==> config.mk <==
export PLATFORM = sky130hd
export DESIGN_NAME = reg_load_arbiter
export DESIGN_NICKNAME = d
export VERILOG_FILES = /design/src/rtl/reg_load_arbiter.sv
export SDC_FILE = /design/constraint.sdc
export NUM_CORES = 1
export LEC_CHECK = 0
export BUFFER_PORTS_ARGS = -buffer_cell sky130_fd_sc_hd__buf_2
export CAP_MARGIN = 5
export CORE_MARGIN = 5
export CORE_UTILIZATION = 46
export CTS_CLUSTER_SIZE = 25
export DETAILED_ROUTE_END_ITERATION = 16
export PLACE_DENSITY = 0.76
export SYNTH_ARGS = -nofsm -noshare
export SYNTH_HDL_FRONTEND = slang
export SYNTH_SLANG_ARGS = --single-unit
==> constraint.sdc <==
create_clock -name clk -period 1.8 [get_ports clk]
set_input_delay 0.36 -clock clk [delete_from_list [all_inputs] [get_ports clk]]
set_output_delay 0.36 -clock clk [all_outputs]
set_load 0.05 [all_outputs]
==> src/rtl/reg_load_arbiter.sv <==
// Round-robin arbiter that drives a one-cycle load strobe into a shared register,
// waits out its load latency, then acknowledges the winning requester.
module reg_load_arbiter #(
  parameter int NREQ     = 4,
  parameter int DATA_W   = 4,
  parameter int LOAD_LAT = 2,
  parameter int PTR_W    = 2
) (
  input  logic                     clk,
  input  logic                     rst_n,
  input  logic [NREQ-1:0]          req,
  input  logic [NREQ*DATA_W-1:0]   req_data,
  output logic [NREQ-1:0]          ack,
  output logic                     reg_load,
  output logic [DATA_W-1:0]        reg_data,
  output logic                     busy,
  output logic [PTR_W-1:0]         grant_idx,
  output logic [7:0]               xfer_cnt
);

  typedef enum logic [1:0] {IDLE, LOAD, WAIT, ACK} state_t;

  state_t           state, state_nxt;
  logic [3:0]       cnt;
  logic [PTR_W-1:0] ptr, ptr_nxt, win_idx;
  logic             win_vld, grant, done;

  function automatic logic [PTR_W-1:0] rot_idx(input logic [PTR_W-1:0] p, input int i);
    int k;
    k = int'(p) + i;
    if (k >= NREQ) k = k - NREQ;
    return PTR_W'(k);
  endfunction

  // First requester at or after ptr, wrapping; ptr itself is highest priority.
  always_comb begin
    win_vld = 1'b0;
    win_idx = '0;
    for (int i = 0; i < NREQ; i++) begin
      if (!win_vld && req[rot_idx(ptr, i)]) begin
        win_vld = 1'b1;
        win_idx = rot_idx(ptr, i);
      end
    end
  end

  assign ptr_nxt = (grant_idx == PTR_W'(NREQ-1)) ? '0 : grant_idx + PTR_W'(1);

  always_ff @(posedge clk or negedge rst_n) begin
    if (!rst_n) state <= IDLE;
    else        state <= state_nxt;
  end

  always_comb begin
    state_nxt = state;
    grant     = 1'b0;
    done      = 1'b0;
    case (state)
      IDLE: if (win_vld) begin
        state_nxt = LOAD;
        grant     = 1'b1;
      end
      LOAD: state_nxt = WAIT;
      WAIT: if (cnt == '0) begin
        state_nxt = ACK;
        done      = 1'b1;
      end
      ACK:     state_nxt = IDLE;
      default: state_nxt = IDLE;
    endcase
  end

  // Outputs are registered from the transition that enters each state, so
  // they line up with the state they describe and never see req directly.
  always_ff @(posedge clk or negedge rst_n) begin
    if (!rst_n) begin
      cnt       <= '0;
      ptr       <= '0;
      ack       <= '0;
      reg_load  <= 1'b0;
      reg_data  <= '0;
      busy      <= 1'b0;
      grant_idx <= '0;
      xfer_cnt  <= '0;
    end else begin
      reg_load <= grant;
      busy     <= (state_nxt != IDLE);
      ack      <= '0;
      if (grant) begin
        grant_idx <= win_idx;
        reg_data  <= req_data[win_idx*DATA_W +: DATA_W];
      end
      if (state == LOAD)                 cnt <= 4'(LOAD_LAT-1);
      else if (state == WAIT && cnt != '0) cnt <= cnt - 4'd1;
      if (done) begin
        ack[grant_idx] <= 1'b1;
        ptr            <= ptr_nxt;
        xfer_cnt       <= xfer_cnt + 8'd1;
      end
    end
  end

endmodule

==> results.py, run 1 <==
metrics = {
    "logic_synthesis": {
        "syn-cell-area_um2": 1480,
        "ys_ff_latch": 28,
        "syn_nets": 168,
        "yosysWarnings": 0,
        "seq_area_frac_synth_pct": 47.5,
        "netlist_instances": 135,
        "synth_cell_types": 32,
        "syn_area_per_cell_um2": 10.9,
    },
    "layout": {
        "instances_no_fill": 226,
        "postLayoutCellArea_um2": 1840,
        "layout_commonest_cell": "buf_2",
        "diodes": 0,
        "drive_gt1_share_pct": 34.1,
        "layout.nets": 216,
        "final_cell_mix": "buf_2 (41), dfrtp_1 (27), inv_1 (11)",
        "syn_to_final_growth_pct": 24.5,
    },
    "pwr": {
        "p_leak_uw": 0.000958,
        "p_per_area_nw_per_um2": 1750,
        "power_uw": 3220,
        "ir_worst_vdd_mv": 0.842,
    },
    "timing": {
        "fin_crit_sh_pct": 98.1,
        "fin_tns_setup_ps": 0,
        "slew_violations": 0,
        "hold_viol_final": 0,
        "max_freq_ghz": 0.567,
        "tightestPinTransition_ps": 619,
        "setup_slack_ps": 35.0,
        "finalCriticalPeriod_ps": 1770,
        "setup_viol": 0,
        "rsz0062_at_grt": "true",
        "slew_headroom_pct": 58.7,
        "fin_worst_skew_ps": 4.68,
    },
    "clocking": {
        "cts_buffers": 3,
        "clk_pin_slew_ps": 150,
        "htreeDepth": 1,
        "cts_sinks": 28,
        "cts_tree": "done",
        "cts_root_buf": "clkbuf_4",
        "clock_latency_ps": 320,
        "clockBufferDepth": 2,
        "ctsHoldBuffers": 0,
    },
    "worst_setup_path": {
        "worstPathArrival_ps": 2000,
        "startpoint_type": "flop",
        "path_max_fanout": 8,
        "cp_data_required_time_ps": 2030,
        "end_kind": "flop",
        "critical_path_class": "reg -> reg",
        "worstRegToRegCells": 6,
    },
    "place": {
        "dp_hpwl_mm": 2.36,
        "port_buffers": 41,
        "dp_slack_ps": 25.0,
        "gp_congestion": 0.892,
        "dp.cells": 220,
        "post_dp_cell_area_um2": 1750,
    },
    "global_route": {
        "grt.met3_usage_pct": 2.70,
        "antenna_found_initial": 0,
        "grt_pass1_vias": 1201,
        "grt.met2_usage_pct": 28.2,
        "grt_util_met1_pct": 16.8,
        "grt_overflow": 0,
        "grt_pass1_wl_mm": 5.13,
        "top_usage_layer": "met2",
        "grt_max_degree": 29,
        "grt_usage_pct": 15.1,
    },
    "floorplanning": {
        "die_h_um": 66.6,
        "dieArea_um2": 4440,
        "start_util_pct": 48.3,
        "core-area_um2": 3050,
        "num_rows": 20,
        "ioPinCount": 42,
        "die_w_um": 66.6,
    },
    "routing": {
        "ant_nets": 0,
        "drc": 0,
        "drt_first_pass_iters": 4,
        "wl_mm": 3.04,
        "drtIter0Drc": 37,
        "vias": 1126,
        "wire_per_inst_um": 13.5,
        "vias_per_cell": 4.98,
    },
    "status": {
        "run_status": "finished, final reports clean",
    },
    "run": {
        "max_cap_violations": 0,
    },
    "min_path": {
        "hp-class": "in -> async",
    },
}
## flip-flops by register name, summed over array words and instances, names as in the netlist
signal and cells:
grant_idx 2, xfer_cnt 8, cnt 4, state 2
ack 4, reg_data 4, ptr 2, busy 1
reg_load 1
## cell type report
type	count	area, um^2
inverters	11	41.3
fillers	261	1220
flip-flops and latches	28	702
repair buffers	47	270
clock inverters	1	30.0
well taps	44	55.1
clock buffers	3	22.5
multi-input cells	92	716
## cells in the mapped netlist
cell / n / area [um^2]
a211o_1: 5 / 43.8
mux2i_1: 8 / 80.1
nand2_1: 6 / 22.5
nor3_2: 1 / 10.0
nand3_1: 3 / 15.0
nor4_1: 2 / 12.5
or2_2: 1 / 6.26
buf_6: 1 / 11.3
o31ai_1: 1 / 7.51
a21oi_1: 4 / 20.0
nand4_1: 2 / 12.5
or3b_4: 1 / 11.3
dfrtp_1: 28 / 701
mux2i_2: 1 / 13.8
xor2_1: 3 / 26.3
o22a_1: 1 / 8.76
a21boi_1: 1 / 7.51
ha_1: 11 / 138
nor3_1: 7 / 35.0
o21a_1: 1 / 7.51
clkbuf_1: 1 / 3.75
and4bb_2: 1 / 12.5
inv_1: 11 / 41.3
o21ai_0: 6 / 30.0
o22ai_1: 1 / 6.26
buf_2: 2 / 10.0
and2_1: 4 / 25.0
o221ai_4: 1 / 26.3
xnor2_1: 7 / 61.3
mux2_2: 2 / 22.5
nor2_1: 9 / 33.8
nand2b_1: 2 / 12.5
## timing repair
action                     CTS  global route
setup buffers                0             2
setup endpoints to repair    1             6
pin swaps                    0             6
resized for setup            1             4
## where the power goes
part | internal, uW | switching, uW | total, uW
combinational | 649 | 1100 | 1750
clock | 225 | 184 | 409
sequential | 857 | 207 | 1060
## stage by stage
stage	hold slack (ps)	util, %
floorplan	64.4	-
global placement	404	57.4
detailed placement	415	57.4
CTS	33.2	59.2
global route	54.3	60.2
finish	22.9	60.2
## worst max-delay path: stages (launching register included)
cell and delay (ps):
dfrtp_2 490, or3b_4 410, o221ai_4 120, buf_6 150, mux2i_1 180, nor3_1 60
a211o_1 260
## kinds of logic after synthesis
group	after synthesis	share of synthesized area (%)
AND/OR/NAND/NOR	39	14.2
flip-flops	28	47.5
AO/OA/AOI/OAI	21	10.7
buffers and inverters	15	4.50
multiplexers	11	7.89
adder cells (fa/ha/maj)	11	9.33
XOR/XNOR	10	5.94
## final timing paths
kind                       slack [ps]                     from                      end
hold / removal                     20                    rst_n       cnt[1]$_DFFE_PN0P_
setup / recovery                   30       ptr[1]$_DFFE_PN0P_  reg_data[1]$_DFFE_PN0P_
hold reg to reg                   480  xfer_cnt[7]$_DFFE_PN0P_  xfer_cnt[7]$_DFFE_PN0P_
min in group clk                  440             req_data[13]  reg_data[1]$_DFFE_PN0P_
setup reg to reg                   30       ptr[1]$_DFFE_PN0P_  reg_data[1]$_DFFE_PN0P_
max in group asynchronous        1340                    rst_n       ptr[1]$_DFFE_PN0P_
## layer usage
metal	vias to the layer above	routed length, um
li1	557	-
met1	523	1300
met2	42	1540
met3	4	171
met4	0	32
met5	-	0
(Power assumes the default switching activity.)
==> run 2, diff against run 1 <==
ABC_AREA = 1   (was default)
CORE_ASPECT_RATIO = 1.75   (was default)
CORE_UTILIZATION = 48   (was 46)
PLACE_DENSITY = 0.77   (was 0.76)
==> run 2 against run 1 <==
Against the previous run: worst setup slack about the same; synthesized cell count increased by 62%; wire length grew 23%; count of clock-buffer cells in the layout unchanged; core utilization rose by 1.2 points; register-to-register slack barely moved; sequential power about the same; cell count rose by 39%; maximum frequency hardly changed; critical endpoint is now busy$_DFF_PN0_; largest power group unchanged.
==> results.py, run 2 <==
metrics = {
    "timing": {
        "max_freq_ghz": 0.567,
        "finalCriticalPeriod_ps": 1770,
        "slew_headroom_pct": 60.5,
        "tightestPinTransition_ps": 593,
        "slew_violations": 0,
        "fin_tns_setup_ps": 0,
        "fin_worst_skew_ps": 5.52,
        "rsz0062_at_grt": "true",
        "fin_crit_sh_pct": 98.1,
        "hold_viol_final": 0,
        "hold_slack_ps": 74.8,
        "setup_viol": 0,
    },
    "layout": {
        "fill_cells": 342,
        "final_cell_mix": "nand2_1 (52), buf_2 (41), inv_1 (31)",
        "syn_to_final_growth_pct": 26.0,
        "postLayoutCellArea_um2": 2180,
        "layout_commonest_cell": "nand2_1",
        "layout.nets": 302,
        "drive_gt1_share_pct": 34.0,
        "top_register": "xfer_cnt",
        "diodes": 0,
        "largest_reg_flops": 8,
    },
    "run": {
        "max_cap_violations": 0,
    },
    "logic_synthesis": {
        "synth_area_leaders": "dfrtp_1 (40%), nand2_1 (14%), ha_1 (8.0%)",
        "syn_area_per_cell_um2": 7.90,
        "syn-cell-area_um2": 1730,
        "yosysTopAreaCell": "dfrtp_1",
        "syn_nets": 252,
        "seq_area_frac_synth_pct": 40.5,
        "synth_common_cells": "nand2_1 (64), inv_1 (34), dfrtp_1 (28), nand3_1 (14), nor2_1 (14)",
        "ys_ff_latch": 28,
        "synthArstFlopShare_pct": 100,
        "synth_cell_types": 27,
        "synth_top_area_share_pct": 40.5,
        "synth.most_common_cell": "nand2_1",
        "synth_edf_count": 0,
        "netlist_instances": 219,
        "yosysWarnings": 0,
        "synth_ff_type": "dfrtp_1",
    },
    "clocking": {
        "cts_tree": "done",
        "clockBufferDepth": 2,
        "clk_pin_slew_ps": 100,
        "cts_sinks": 28,
        "clock_latency_ps": 280,
        "htreeDepth": 1,
        "cts_root_buf": "clkbuf_8",
        "cts_buffers": 3,
        "ctsHoldBuffers": 0,
    },
    "global_route": {
        "grt_pass1_vias": 1428,
        "grt_pass1_wl_mm": 5.78,
        "grt_max_degree": 29,
        "antenna_found_initial": 0,
        "grt_overflow": 0,
        "grt_usage_pct": 14.4,
    },
    "worst_setup_path": {
        "startpoint_type": "flop",
        "cp_data_required_time_ps": 1960,
        "end_kind": "flop",
        "path_max_fanout": 10,
        "worstPathArrival_ps": 1930,
        "critical_path_class": "reg -> reg",
    },
    "floorplanning": {
        "die_w_um": 55.4,
        "num_rows": 29,
        "die_h_um": 89.4,
        "start_util_pct": 48.7,
        "core-area_um2": 3560,
        "ioPinCount": 42,
        "dieArea_um2": 4950,
    },
    "routing": {
        "drt_first_pass_iters": 4,
        "drtIter0Drc": 34,
        "vias": 1531,
        "ant_nets": 0,
        "wl_mm": 3.74,
        "drc": 0,
        "wire_per_inst_um": 11.9,
        "vias_per_cell": 4.88,
    },
    "place": {
        "post_dp_cell_area_um2": 2000,
        "dp_hpwl_mm": 2.73,
        "gp_congestion": 0.817,
        "port_buffers": 41,
    },
    "pwr": {
        "p_leak_uw": 0.00121,
        "p_per_area_nw_per_um2": 2120,
        "ir_worst_vdd_mv": 1.15,
    },
    "status": {
        "run_status": "finished, final reports clean",
    },
    "min_path": {
        "hp-class": "in -> async",
    },
}
run 2: cell count changes in the layout (fill, tap and decap cells not counted), sizes merged, moves of 4 or more:
| cell | before | now |
|---|---|---|
| xnor2 | 7 | 3 |
| o21ai | 6 | 13 |
| mux2i | 9 | 0 |
| nor2 | 9 | 17 |
| inv | 11 | 38 |
| nand3 | 3 | 20 |
| nor3 | 8 | 0 |
| a211o | 5 | 0 |
| and2 | 4 | 0 |
| nand2 | 6 | 72 |
run 2: routing by layer:
layer / vias up / global-route usage (%) / share of wire, %
li1: 773 / - / -
met1: 689 / 14.0 / 35
met2: 56 / 27.9 / 57
met3: 13 / 3.03 / 4.5
met4: 0 / 8.19 / 3.3
met5: - / 0 / 0
run 2: power breakdown:
part           internal (uW)  total [uW]  switching [uW]
sequential               864        1050             188
clock                    298         493             195
combinational            989        3070            2080
run 2: metrics by stage:
stage	worst slack [ps]	total power [uW]	util, %	std cells
after CTS	26.4	4230	58.4	311
after global placement	-11.1	3660	56.3	307
after floorplan	55.9	3230	-	219
after global routing	-102	4980	61.3	314
final	34.9	4610	61.3	314
after detailed placement	-10.1	3720	56.3	307
run 2: cells by family (layout without fill, tap and decap cells):
family / count (synthesis) / count (layout) / share of synthesized area (%)
flops: 28 / 28 / 40.5
simple gates: 113 / 114 / 31.6
compound gates: 18 / 18 / 5.42
fa+ha+maj: 11 / 11 / 7.95
xor+xnor: 8 / 8 / 4.05
buf+inv: 41 / 89 / 10.5
run 2: final timing paths:
| kind | startpoint | slack (ps) | end | cells after the start |
|---|---|---|---|---|
| worst max-delay path | ptr[0]$_DFFE_PN0P_ | 30 | busy$_DFF_PN0_ | 11 |
| min in group clk | req_data[2] | 410 | reg_data[2]$_DFFE_PN0P_ | 5 |
| worst max register to register | ptr[0]$_DFFE_PN0P_ | 30 | busy$_DFF_PN0_ | 11 |
| worst min-delay path | rst_n | 70 | xfer_cnt[3]$_DFFE_PN0P_ | 1 |
| max in group asynchronous | rst_n | 1300 | ptr[1]$_DFFE_PN0P_ | 1 |
| worst min register to register | cnt[3]$_DFFE_PN0P_ | 470 | cnt[3]$_DFFE_PN0P_ | 1 |
run 2: what timing repair did:
action | in CTS | in global routing
resized for setup | 1 | 28
endpoints found under the setup margin | 3 | 6
hold endpoints to repair | 0 | 0
pin swaps | 0 | 10
setup buffers | 0 | 2
gates cloned | 0 | 1
run 2: final cells by class:
type | instances | area (um^2) | area share [%]
multi-input cells | 151 | 933 | 42.8
flip-flops and latches | 28 | 702 | 32.2
repair buffers | 47 | 267 | 12.2
inverters | 38 | 150 | 6.88
well taps | 46 | 57.6 | 2.64
clock buffers | 3 | 41.3 | 1.89
clock inverters | 1 | 30.0 | 1.38
run 2: critical path, stage by stage (launching register included):
cell and delay [ps]:
dfrtp_1 380, buf_12 130, inv_8 40, nand2_1 80, nand2_2 100, nand2_2 120
nand2_4 70, nor2_8 140, nand3_4 150, nand2_1 90, o211ai_1 100, or2_1 230
==> run 3, diff against run 2 <==
CORE_UTILIZATION = 53   (was 48)
PLACE_DENSITY = 0.8   (was 0.77)
clock period = 1.85 ns   (was 1.8 ns; I/O delays follow)
==> run 3 against run 2 <==
Against the previous run: sequential cell count unchanged; die area fell by 8.1%; register-to-register slack better by 96 ps; critical path type unchanged; total power decreased by 13%; clock power fell by 36%; largest power group unchanged.
==> results.py, run 3 (synthesis results as in run 2) <==
metrics = {
    "timing": {
        "setup_viol": 0,
        "hold_slack_ps": 104,
        "fin_crit_sh_pct": 92.9,
        "hold_viol_final": 0,
        "fin_worst_skew_ps": 3.82,
        "slew_violations": 0,
        "finalCriticalPeriod_ps": 1720,
        "slew_headroom_pct": 59.9,
        "setup_slack_ps": 131,
        "tightestPinTransition_ps": 602,
        "rsz0062_at_grt": "false",
        "max_freq_ghz": 0.582,
    },
    "global_route": {
        "grt_max_degree": 29,
        "grt_pass1_vias": 1504,
        "grt_overflow": 0,
        "grt_usage_pct": 16.8,
        "antenna_found_initial": 0,
        "grt_pass1_wl_mm": 5.92,
    },
    "routing": {
        "ant_nets": 0,
        "drt_first_pass_iters": 5,
        "wl_mm": 3.56,
        "vias_per_cell": 4.92,
        "wire_per_inst_um": 11.6,
        "drtIter0Drc": 32,
        "drc": 0,
        "vias": 1515,
    },
    "pwr": {
        "p_sw_share_pct": 54.5,
        "p_comb_share_pct": 66.2,
        "power.internal_uw": 1830,
        "power_uw": 4020,
        "p_clk_share_pct": 7.8,
        "seqPwrFrac_pct": 26.0,
        "p_per_area_nw_per_um2": 1950,
        "ir_worst_vdd_mv": 1.13,
        "p_leak_uw": 0.00117,
        "power.net_switching_uw": 2190,
    },
    "status": {
        "run_status": "finished, final reports clean",
    },
    "clocking": {
        "clock_latency_ps": 270,
        "cts_root_buf": "clkbuf_8",
        "htreeDepth": 1,
        "cts_sinks": 28,
        "clockBufferDepth": 2,
        "cts_buffers": 3,
        "clk_pin_slew_ps": 90,
        "cts_tree": "done",
    },
    "worst_setup_path": {
        "path_common_cell": "nand2_1",
        "startpoint_type": "flop",
        "worstPathArrival_ps": 1880,
        "cp_data_required_time_ps": 2010,
        "max_stage_delay_ps": 490,
        "path_max_fanout": 7,
        "cp_cell_sequence": "buf_6 -> nand2_1 -> nand2_1 -> nand2_1 -> nand2_1 -> nand2_2 -> nand2_1 -> nand2_2 -> nand3_2 -> nand2_1 -> o21ai_1 -> nand2_1 -> nand3_1",
        "rr_startpoint": "ptr[0]$_DFFE_PN0P_",
        "critPathLaunch": "ptr[0]$_DFFE_PN0P_",
        "end_kind": "flop",
        "critical-path-slowest-cell": "dfrtp_2",
        "critical_path_class": "reg -> reg",
    },
    "place": {
        "port_buffers": 41,
        "dp_slack_ps": -37.2,
        "post_dp_cell_area_um2": 1980,
        "gp_congestion": 0.806,
        "dp_hpwl_mm": 2.77,
    },
    "run": {
        "max_cap_violations": 0,
    },
    "layout": {
        "drive_gt1_share_pct": 29.1,
        "largest_reg_flops": 8,
        "final_cell_mix": "nand2_1 (60), buf_2 (41), inv_1 (34)",
        "fill_cells": 284,
        "multi_input_area_um2": 878,
        "top_register": "xfer_cnt",
        "postLayoutCellArea_um2": 2060,
        "syn_to_final_growth_pct": 19.2,
        "layout.nets": 300,
        "layout_commonest_cell": "nand2_1",
        "diodes": 0,
        "ff_latch_area_um2": 703,
    },
    "floorplanning": {
        "die_h_um": 85.6,
        "dieArea_um2": 4550,
        "core-area_um2": 3140,
        "ioPinCount": 42,
        "die_w_um": 53.2,
        "start_util_pct": 55.1,
        "num_rows": 27,
    },
    "min_path": {
        "hp-class": "in -> async",
    },
}
run 3: cell count changes in the layout (fill, tap and decap cells not counted), sizes merged:
cell,change
buf,-2
bufinv,-1
run 3: worst paths after layout:
kind	endpoint	slack (ps)	cells past startpoint
min	cnt[1]$_DFFE_PN0P_	100	1
min reg2reg	xfer_cnt[7]$_DFFE_PN0P_	480	1
min in group clk	reg_data[2]$_DFFE_PN0P_	420	5
max	reg_data[3]$_DFFE_PN0P_	130	13
max reg2reg	reg_data[3]$_DFFE_PN0P_	130	13
max in group asynchronous	ptr[1]$_DFFE_PN0P_	1320	1
run 3: critical path, delay by kind of cell (launching register included):
family / cells / cell delay [ps]
buf+inv: 1 / 160
flops: 1 / 490
compound gates: 1 / 60
simple gates: 11 / 910
run 3: cell type report:
cell class / instances / area share [%]
Sequential cell: 28 / 34.1
Clock buffer: 3 / 2.00
Inverter: 38 / 7.16
Timing Repair Buffer: 45 / 11.6
Tap cell: 43 / 2.61
Multi-Input combinational cell: 151 / 42.6
run 3: through the flow:
stage / util, % / instances / setup TNS [ps]
after floorplan: - / 219 / 0
final: 65.7 / 308 / 0
after CTS: 64.3 / 306 / 0
after detailed placement: 63.0 / 303 / -89.9
after global routing: 65.7 / 308 / 0
after global placement: 63.0 / 303 / -75.8
run 3: power by group through the flow:
stage               combinational [uW]  sequential [uW]  clock (uW)
global route                      2970             1080         360
floorplan                         1680             1460           0
global placement                  2460             1050           0
detailed placement                2510             1060           0
CTS                               2520             1050         325
finish                            2660             1040         315
run 3: what timing repair did:
action / 4_1_cts / 5_1_grt
resized for setup: 1 / 11
endpoints found under the hold margin: 0 / 0
gates cloned: 0 / 1
hold buffers: 0 / 0
pin swaps: 0 / 2
endpoints found under the setup margin: 5 / 6
buffers inserted: 0 / 1
run 3: per-layer routing:
metal / GRT usage, % / share of wire, %
met1: 17.7 / 38
met2: 31.8 / 55
met3: 1.39 / 4.9
met4: 7.67 / 2.0
met5: 0 / 0
